### src/rtl/bp_pkg.sv
// Shared types for the branch predictor: counter encoding, control FSM states
// and the default table depth.
package bp_pkg;

  typedef enum logic [1:0] {
    SNT = 2'd0,
    WNT = 2'd1,
    WT  = 2'd2,
    ST  = 2'd3
  } ctr_t;

  typedef enum logic {
    READY = 1'b0,
    CLEAR = 1'b1
  } bp_state_t;

  localparam int unsigned BP_ENTRIES_DEFAULT = 16;

endpackage

### src/rtl/sat_counter2.sv
// Next-state function of a 2-bit saturating branch counter.
module sat_counter2
  import bp_pkg::*;
(
  input  ctr_t cnt_i,
  input  logic taken_i,
  output ctr_t cnt_o
);

  always_comb begin
    cnt_o = cnt_i;
    if (taken_i) begin
      if (cnt_i != ST) cnt_o = ctr_t'(cnt_i + 2'd1);
    end else begin
      if (cnt_i != SNT) cnt_o = ctr_t'(cnt_i - 2'd1);
    end
  end

endmodule

### src/rtl/branch_predictor.sv
// Direct-mapped branch predictor with 2-bit counters and stored targets;
// a table invalidate walks the valid bits one entry per cycle.
module branch_predictor
  import bp_pkg::*;
#(
  parameter int unsigned ENTRIES = BP_ENTRIES_DEFAULT
) (
  input  logic        clk,
  input  logic        reset,
  input  logic [31:0] PCF,
  input  logic        UpdateB,
  input  logic [31:0] PCB,
  input  logic        TakenB,
  input  logic [31:0] TargetB,
  input  logic        Invalidate,
  output logic        BP,
  output logic [31:0] BPTarget,
  output logic        BPBusy
);

  localparam int unsigned IDX_W = $clog2(ENTRIES);
  localparam int unsigned TAG_W = 30 - IDX_W;

  bp_state_t           state_q;
  logic [IDX_W-1:0]    clr_idx_q;
  logic [ENTRIES-1:0]  valid_q;
  logic [TAG_W-1:0]    tag_q [ENTRIES];
  logic [31:0]         tgt_q [ENTRIES];
  ctr_t                ctr_q [ENTRIES];

  logic [IDX_W-1:0] idx_f, idx_b;
  logic [TAG_W-1:0] tag_f, tag_b;
  logic             hit_b, upd_en;
  ctr_t             ctr_d;

  assign idx_f = PCF[IDX_W+1:2];
  assign tag_f = PCF[31:IDX_W+2];
  assign idx_b = PCB[IDX_W+1:2];
  assign tag_b = PCB[31:IDX_W+2];

  assign BP = (state_q == READY) && valid_q[idx_f] && (tag_q[idx_f] == tag_f) &&
              ((ctr_q[idx_f] == WT) || (ctr_q[idx_f] == ST));
  assign BPTarget = tgt_q[idx_f];
  assign BPBusy   = (state_q == CLEAR);

  assign hit_b  = valid_q[idx_b] && (tag_q[idx_b] == tag_b);
  // Invalidate takes priority over a coincident update
  assign upd_en = (state_q == READY) && UpdateB && !Invalidate;

  sat_counter2 u_ctr (
    .cnt_i   (ctr_q[idx_b]),
    .taken_i (TakenB),
    .cnt_o   (ctr_d)
  );

  always_ff @(posedge clk or negedge reset) begin
    if (!reset) begin
      state_q   <= READY;
      clr_idx_q <= '0;
      valid_q   <= '0;
    end else begin
      case (state_q)
        READY: begin
          if (Invalidate) begin
            state_q   <= CLEAR;
            clr_idx_q <= '0;
          end else if (upd_en && !hit_b && TakenB) begin
            valid_q[idx_b] <= 1'b1;
          end
        end
        CLEAR: begin
          if (Invalidate) begin
            clr_idx_q <= '0;
          end else begin
            valid_q[clr_idx_q] <= 1'b0;
            if (clr_idx_q == IDX_W'(ENTRIES - 1)) state_q <= READY;
            else clr_idx_q <= clr_idx_q + IDX_W'(1);
          end
        end
        default: state_q <= READY;
      endcase
    end
  end

  // Payload fields are only meaningful behind a valid bit, so they carry no reset
  always_ff @(posedge clk) begin
    if (upd_en) begin
      if (hit_b) begin
        ctr_q[idx_b] <= ctr_d;
        if (TakenB) tgt_q[idx_b] <= TargetB;
      end else if (TakenB) begin
        tag_q[idx_b] <= tag_b;
        tgt_q[idx_b] <= TargetB;
        ctr_q[idx_b] <= WT;
      end
    end
  end

endmodule

### config.mk
export PLATFORM = sky130hd
export DESIGN_NAME = branch_predictor
export DESIGN_NICKNAME = d
export VERILOG_FILES = /design/src/rtl/bp_pkg.sv /design/src/rtl/sat_counter2.sv /design/src/rtl/branch_predictor.sv
export SDC_FILE = /design/constraint.sdc
export NUM_CORES = 1
export LEC_CHECK = 0
export CORE_AREA = 2 2 350 352
export DETAILED_ROUTE_END_ITERATION = 8
export DIE_AREA = 0 0 352 354
export SLEW_MARGIN = 20
export SYNTH_ARGS = -nofsm -noshare
export SYNTH_HDL_FRONTEND = slang
export SYNTH_SLANG_ARGS = --single-unit
export TNS_END_PERCENT = 10
### constraint.sdc
create_clock -name clk -period 5.6 [get_ports clk]
set_clock_uncertainty 0.1 [all_clocks]
set_input_delay 0.84 -clock clk [delete_from_list [all_inputs] [get_ports clk]]
set_output_delay 0.84 -clock clk [all_outputs]
set_load 0.005 [all_outputs]
==> flow_results.org, run 1 <==
** Run status
- Result of the run :: completed

** Setup path
- The setup check on the worst reg-to-reg path leaves a slack of 1730 ps.
- Last element of the critical path :: BP
- Highest-delay cell along the critical path :: sky130_fd_sc_hd__mux4_2
- Critical path launch point type :: primary input
- Family of cells with the greatest summed delay on the critical path :: buffers and inverters
- End of the worst register-to-register path :: tag_q[7][4]
- Critical Path Stages :: 11
- Data arrives at the worst endpoint at 4550 ps.
- Startpoint of the worst register-to-register path :: tag_q[2][10]
- Biggest fanout along the worst timing path :: 60
- The number of buffers and inverters on the critical path is 5.
- On the worst path, the slowest cell contributes a delay of 580 ps.
- Critical path class :: primary input to output pin
- Critical path data required time :: 4660 ps
- Critical Path Source :: PCF[2]
- Critical Path End Type :: output pin
- Counting cells, the worst reg-to-reg path comes to 11.
- Crit path cell chain :: buf_8 -> buf_16 -> mux4_2 -> mux4_2 -> xor2_1 -> nor3_2 -> buf_4 -> nand3_1 -> nor3_1 -> buf_4 -> clkdlybuf4s50_1

** Yosys
- After synthesis, the largest family of logic cells by area is multiplexers.
- Synth area leaders :: sky130_fd_sc_hd__edfxtp_1 (69%), sky130_fd_sc_hd__mux4_2 (21%), sky130_fd_sc_hd__mux2i_1 (1.8%)
- Synthesized instance count :: 1963
- Area share of the largest cell type after synthesis :: 68.7%
- Netlist cell types :: 59
- The synthesized netlist devotes 2.22% of its cell area to compound gates.
- When the netlist entered floorplanning its net count stood at 2068.
- In the synthesized netlist, mux cells make up 22.7% of the area.
- After Yosys synthesis, full adders, half adders and majority gates account for 0.143% of the synthesized area.
- Post-synthesis instance area :: 41900 um^2
- Cell taking the most area after synthesis :: sky130_fd_sc_hd__edfxtp_1
- Count of yosys warnings during synthesis :: 0
- Simple-gate portion of the synthesized area :: 1.87%
- Parity-gate share of the synthesized area counting xor and xnor cells :: 1.36%
- Primary flip-flop cell chosen by synthesis mapping :: sky130_fd_sc_hd__edfxtp_1
- Async S/R FF share, synth :: 2.14%
- In this run the mean area of a mapped cell was 21.4 um^2.
- Sequential cells were found to cover 70.0% of the synthesized design area.
- Number of enable-type register cells in the synthesized netlist :: 960
- Yosys reg bits :: 981

** Routing
- Per-cell via count in the routed design :: 5.52
- The first TritonRoute pass finished after 5 iterations.
- The final layout contains routed wiring with a total length of 108000 um.
- Count of antenna-violating nets left after detailed routing :: 0
- Vias post-DR :: 21500
- In the routed design, unresolved DRC markers number 0.
- In this run, the number of DRC markers left after iteration 0 of detailed routing was 2315.
- Dividing the detail-routed wire length by the instance count gives 27.8 um.

** Finish
- Registers take 29400 um^2.
- Total area of multi-input combinational cells :: 12000 um^2
- Design Area, Final :: 49400 um^2
- Layout area overhead :: 17.8%
- The finished layout holds 3900 standard cells, fillers aside.
- Counting the fill cells in the layout gives 10500.
- Core utilization of the finished layout :: 40.9%
- At the end of the flow, the number of nets in the layout was 2292.
- Proportion of layout cells with a drive suffix above 1 :: 30.2%

** CTS
- The clock net in this run drives a total of 981 sinks.
- CTS tree :: done
- Hold-fix buffers, CTS :: 0
- The tree is rooted in a sky130_fd_sc_hd__clkbuf_16.
- In this run the number of H-tree levels came out at 3.
- Buffers inserted by post-CTS timing repair :: 0
- Clock insertion delay at the later pin of the skew report :: 700 ps
- Counting along the longest clock path gives a buffer depth of 3.
- After clock tree synthesis, the clock-pin slew on the worst setup and hold paths is 60 ps.
- Clock tree synthesis inserted a total of 103 buffers.

** Place
- Setup Slack @ Placement :: -222 ps
- At the end of routability-driven placement, the weighted congestion stood at 0.853.
- The wire-length estimate of the detail-placed layout is 66700 um.
- Number of port buffers :: 130
- In this run the cell area measured after placement is 46200 um^2.
- Placed cells :: 3707

** GRT
- The initial antenna violation count was 11.
- The number of global-route vias before repair was 22600.
- For met1 alone, demand over resource in global routing was 23.5%.
- Global-route wire length before repair :: 159000 um
- Global routing used 17.3% of the available tracks across all layers.
- Global routing consumed, on the met2 layer, 28.9% of the routing resources.
- Fraction of met3 tracks used by global routing :: 3.20%
- Entering global routing, the biggest net connects 102 pins.
- In this run the most used layer during global routing was met2.
- Final global-route overflow total :: 0

** Timing
- At the pin with the least slew margin, the transition time is 983 ps.
- Post-route setup slack :: 113 ps
- # setup viols final :: 0
- Max-slew headroom at the worst pin :: 34.3%
- Derived from the worst setup path, the maximum achievable clock frequency is 182 MHz.
- Adding up every negative setup slack in the final design gives 0 ps.
- Final Hold Viols :: 0
- RSZ-0062 raised after global routing :: false
- The final critical path takes up 98.0% of the cycle.
- Max-slew violation total from the final report :: 0
- After layout, the minimum clock period comes to 5490 ps.

** Min path
- Hold Path Origin :: valid_q[6]
- Worst hold-check path type :: register to register

** Floorplan
- Die width :: 352 um
- Core Region :: 121000 um^2
- During I/O placement, the number of pins put on the boundary was 135.
- Die boundary height :: 354 um
- In this run the core area contains 128 standard-cell rows.
- The floorplan step defined a die boundary enclosing 125000 um^2.
- Once the floorplan was initialized, standard cells occupied 34.7% of the core.

** Job
- Max-cap violations :: 0

** Power
- The analysis attributes to cell leakage a power of 15.7 nW.
- The worst-case IR drop observed on VDD is 0.253 mV.
- Power density over the cells :: 317 nW/um^2
## cell usage after synthesis, types with 13 or more instances
library cell and count:
sky130_fd_sc_hd__dfrtp_1 21, sky130_fd_sc_hd__clkbuf_1 58, sky130_fd_sc_hd__a22oi_1 13, sky130_fd_sc_hd__edfxtp_1 960, sky130_fd_sc_hd__mux2i_1 75, sky130_fd_sc_hd__buf_1 21, sky130_fd_sc_hd__buf_2 30, sky130_fd_sc_hd__xnor2_1 32
sky130_fd_sc_hd__o2111a_1 16, sky130_fd_sc_hd__o21ai_0 16, sky130_fd_sc_hd__xor2_1 33, sky130_fd_sc_hd__mux4_2 384, sky130_fd_sc_hd__o21ai_1 16, sky130_fd_sc_hd__nand3_1 32, sky130_fd_sc_hd__nor2_1 33, sky130_fd_sc_hd__nand2_1 52
sky130_fd_sc_hd__inv_1 26
## logic make-up after synthesis
logic type,after synthesis
fa+ha+maj,5
simple gates,161
xor+xnor,65
compound gates,127
mux,471
flops,981
buf+inv,153
## registers in the layout (all words and copies together), names as in the netlist
register   cells
clr_idx_q      4
valid_q       16
tgt_q        512
tag_q        416
ctr_q         32
BPBusy         1
## power by group
group / leakage, nW / internal, mW / switching [mW]
clock: 1.58 / 3.72 / 2.85
combinational: 5.18 / 0.483 / 0.550
sequential: 8.91 / 8.06 / 0.00373
total: 15.7 / 12.3 / 3.40
## metrics by stage
| stage | power [mW] | hold slack (ps) |
|---|---|---|
| after floorplan | 8.81 | 363 |
| after global placement | 9.24 | 420 |
| after detailed placement | 9.26 | 419 |
| after CTS | 15.8 | 438 |
| after global routing | 16.1 | 461 |
| final | 15.7 | 440 |
## repair_timing
| item | in CTS | in global routing |
|---|---|---|
| setup endpoints to repair | 1 | 1 |
| cloned | 0 | 0 |
| gates resized for setup | 1 | 2 |
## per-layer routing
| metal | vias up | wire length, um | part of all wire (%) |
|---|---|---|---|
| met4 | 16 | 2090 | 1.9 |
| met5 | - | 103 | 0.095 |
| li1 | 8874 | - | - |
| met2 | 791 | 54100 | 50 |
| met3 | 164 | 6790 | 6.3 |
| met1 | 11700 | 45200 | 42 |
## worst register-to-register path: stages, from the launching register on
cell	delay, ps
sky130_fd_sc_hd__edfxtp_1	420
sky130_fd_sc_hd__mux4_2	480
sky130_fd_sc_hd__mux2i_1	180
sky130_fd_sc_hd__xnor2_1	210
sky130_fd_sc_hd__nor4_1	140
sky130_fd_sc_hd__buf_4	180
sky130_fd_sc_hd__and4_1	160
sky130_fd_sc_hd__o21a_1	190
sky130_fd_sc_hd__and4_2	290
sky130_fd_sc_hd__buf_12	160
sky130_fd_sc_hd__nor2_4	750
sky130_fd_sc_hd__buf_12	260
## layout by cell type (no fill, tap or decap), drive strengths merged, types with 21 or more instances in the layout
cell	count
xnor2	32
inv	30
o21ai	32
clkinv	52
dfrtp	21
buf	122
edfxtp	960
clkdlybuf4s50	123
nor2	33
mux4	384
nand2	52
nand3	32
mux2i	75
clkbuf	127
xor2	33
## worst min-delay path by stage
stage | cells after the start | end | slack, ps
3_5_place_dp | 2 | valid_q[6] | 420
6_report | 2 | valid_q[6] | 440
4_1_cts | 2 | valid_q[6] | 440
2_1_floorplan | 2 | valid_q[5] | 360
3_3_place_gp | 2 | valid_q[11] | 420
5_1_grt | 2 | valid_q[6] | 460
## area by class of cell
class	count	share of cell area (%)
sequential	981	59.4
inverter	27	0.205
timing repair buffer	245	5.41
clock buffer	127	5.40
tap	1625	4.11
clock inverter	65	1.17
multi-input combinational	829	24.3
antenna	1	0.00506
(Power assumes the default switching activity.)
==> inputs of run 2 (changes only) <==
Settings changed: SETUP_SLACK_MARGIN from default to 0.5.
==> run 2 against run 1 <==
Net effect: worst hold slack lost 400 ps; design area increased by 0.23%; combinational power barely moved; total power is 0.24% higher; critical path type unchanged; cell count is 0.23% higher; highest routed layer unchanged.
==> flow_results.org, run 2 (synthesis results as in run 1) <==
** Run status
- Result of the run :: completed

** CTS
- The clock latency on the worst-skew pair was 690 ps (about the same).
- CTS tree :: done
- Hold-fix buffers, CTS :: 0 (unchanged)
- The TritonCTS buffer count was 103 (unchanged).
- The clock net sink count was 981 (unchanged).
- Number of buffers on the longest clock path :: 3 (unchanged)
- The depth of the CTS H-tree came to 3 (unchanged).
- CTS placed an instance of sky130_fd_sc_hd__clkbuf_16 at the clock tree root.
- Clock-pin slew reported for the worst setup and hold paths after clock tree synthesis :: 60 ps (about the same)

** GRT
- Final global-route overflow total :: 0 (unchanged)
- The global routing usage on met1 was 22.8% (-0.75 points).
- Via count of the first global-routing pass :: 22700 (+0.32%)
- Global-route wire length before repair :: 158000 um (-0.15%)
- Fraction of met3 tracks used by global routing :: 3.73% (+0.53 points)
- The global router's overall resource usage came to 17.4% (+0.076 points).
- The initial antenna violation count was 13 (+2).
- The largest net degree at the start of global routing is 84 (-18%).
- M2 GR Usage :: 29.2% (+0.24 points)
- Layer with the highest usage :: met2

** Place
- Placed cells :: 3706 (-0.027%)
- The routability congestion estimate from global placement is 0.837 (-1.8%).
- Setup Slack @ Placement :: -74.8 ps (+147 ps)
- The count of input and output buffers is 130 (unchanged).
- The detailed placement HPWL is 65600 um (-1.7%).

** Power
- LEAKAGE :: 15.8 nW (+0.55%)
- Overall power of the completed layout :: 15.7 mW (+0.24%)
- Maximum vdd drop :: 0.261 mV (+3.0%)
- Power density over the cells :: 317 nW/um^2 (about the same)

** Floorplan
- The vertical extent of the die was 354 um (unchanged).
- Core Region :: 121000 um^2 (unchanged)
- Starting utilization of the core area :: 34.7% (unchanged)
- IO Count :: 135 (unchanged)
- Die outline area :: 125000 um^2 (unchanged)
- Die width :: 352 um (unchanged)
- Floorplan row count :: 128 (unchanged)

** Job
- The number of maximum-capacitance violations was 0 (unchanged).

** Finish
- Commonest non-fill, non-tap cells in the layout :: sky130_fd_sc_hd__edfxtp_1 (960), sky130_fd_sc_hd__mux4_2 (384), sky130_fd_sc_hd__clkdlybuf4s50_1 (122)
- Storage element area :: 29400 um^2 (unchanged)
- Total area of multi-input combinational cells :: 12000 um^2 (+0.23%)
- Proportion of layout cells with a drive suffix above 1 :: 31.1% (+0.84 points)
- The count of placed standard cells in the final layout, fillers left out is 3909 (+0.23%).
- The total of fill cells in the finished design was 10600 (+0.40%).
- Largest register by flop count :: tgt_q
- Layout area overhead :: 18.1%
- The flip-flop count of the largest register, all copies and words added was 512 (unchanged).
- Most common cell after layout, fill and taps aside :: sky130_fd_sc_hd__edfxtp_1
- The largest registers in the layout are tgt_q x512, tag_q x416, ctr_q x32.
- Net count of the finished layout :: 2298 (+0.26%)

** Routing
- The detailed-route via count was 21400 (-0.54%).
- The count of TritonRoute iterations in the first routing pass came to 6 (+1).
- The post-detailed-route DRC marker count came to 0 (unchanged).
- Per-cell via count in the routed design :: 5.48 (-0.77%)
- The final wirelength is 109000 um (+0.64%).
- Routed length per instance :: 27.9 um (+0.41%)
- Iter 0 DRT Violations :: 2183 (-5.7%)
- Count of antenna-violating nets left after detailed routing :: 0 (unchanged)

** Timing
- The share of the clock period used by the worst path after layout was 91.2% (-6.8 points).
- RSZ-0062 raised after global routing :: true
- Min Clock Period, post-route :: 5110 ps (-381 ps)
- The worst slew margin relative to its limit came to 35.5% (+1.2 points).
- The slew of the pin with the lowest slew margin came to 966 ps (-17.3 ps).
- Post-route setup slack :: 493 ps (+381 ps)
- # setup viols final :: 0 (unchanged)
- The final count of pins violating max slew came to 0 (unchanged).
- The fmax was 196 MHz (+7.5%).
- Final Hold Viols :: 0 (unchanged)

** Setup path
- Crit path buffers/inverters :: 5 (unchanged)
- Signal arrival time at the worst endpoint :: 4170 ps (-380 ps)
- Critical path data required time :: 4660 ps (about the same)
- The critical path's largest stage delay is 520 ps (-60 ps).
- Family of cells with the greatest summed delay on the critical path :: buffers and inverters
- The critical path is of the primary input to output pin type.
- The largest individual stage delay along the critical path comes from the cell sky130_fd_sc_hd__mux4_2.
- Critical path launch point type :: primary input
- Biggest fanout along the worst timing path :: 83 (+38%)
- Critical Path End Type :: output pin
- The critical path goes through buf_8 -> buf_12 -> mux4_2 -> mux4_2 -> xor2_1 -> nor3_2 -> buf_4 -> nand3_1 -> nor3_2 -> buf_4 -> clkdlybuf4s50_1.

** Min path
- Worst hold-check path type :: primary input to async pin
-- run 2: cell types whose count changed in the layout (fill, tap and decap cells not counted), moves of 4 or more --
cell / delta
sky130_fd_sc_hd__buf_12: -7
sky130_fd_sc_hd__clkinvlp_4: +4
sky130_fd_sc_hd__clkinv_2: +4
sky130_fd_sc_hd__clkinv_1: -7
sky130_fd_sc_hd__buf_4: +9
-- run 2: what timing repair did --
item,in CTS,in global routing
setup buffers,3,0
endpoints found under the setup margin,11,9
pin swaps,4,0
gates resized for setup,13,1
gates cloned,3,0
-- run 2: area by class of cell --
class / count / share of cell area (%)
timing repair buffer: 251 / 5.49
inverter: 27 / 0.205
multi-input combinational: 829 / 24.3
clock buffer: 127 / 5.51
tap: 1625 / 4.10
sequential: 981 / 59.3
antenna: 4 / 0.0202
clock inverter: 65 / 1.10
-- run 2: stage by stage --
stage          hold slack, ps  instance area, um^2  utilization [%]  TNS (ps)
3_3_place_gp              403                46100             38.1     -87.8
3_5_place_dp              422                46100             38.1     -74.8
4_1_cts                   445                49500             40.9         0
6_report                 44.5                49500             41.0         0
5_1_grt                  46.7                49500             41.0         0
2_1_floorplan             363                41900                -         0
-- run 2: report_power, final --
part	internal (mW)	switching, mW
registers	8.06	0.00381
clock network	3.75	2.82
logic	0.503	0.561
-- run 2: worst paths after layout --
kind,startpoint,to,slack [ps],depth (start not counted)
min in group clk,valid_q[9],valid_q[9],440,2
min reg2reg,valid_q[9],valid_q[9],440,2
max in group asynchronous,reset,valid_q[3],5000,1
max,PCF[3],BP,490,11
min,reset,valid_q[5],40,1
max reg2reg,tag_q[10][21],ctr_q[15][0],1420,10
-- run 2: worst reg2reg max path, delay by kind of cell (launching register included) --
| family | cells | cell delay [ps] |
|---|---|---|
| AO/OA/AOI/OAI | 4 | 1370 |
| buffers and inverters | 2 | 640 |
| XOR/XNOR | 1 | 310 |
| AND/OR/NAND/NOR | 2 | 590 |
| flip-flops | 1 | 390 |
| multiplexers | 1 | 490 |
-- run 2: layer usage --
layer | part of all wire (%) | vias to the layer above | wire [um]
met4 | 2.7 | 14 | 2970
li1 | - | 8885 | -
met3 | 6.8 | 179 | 7410
met2 | 50 | 830 | 54400
met5 | 0.076 | - | 83
met1 | 41 | 11500 | 44200
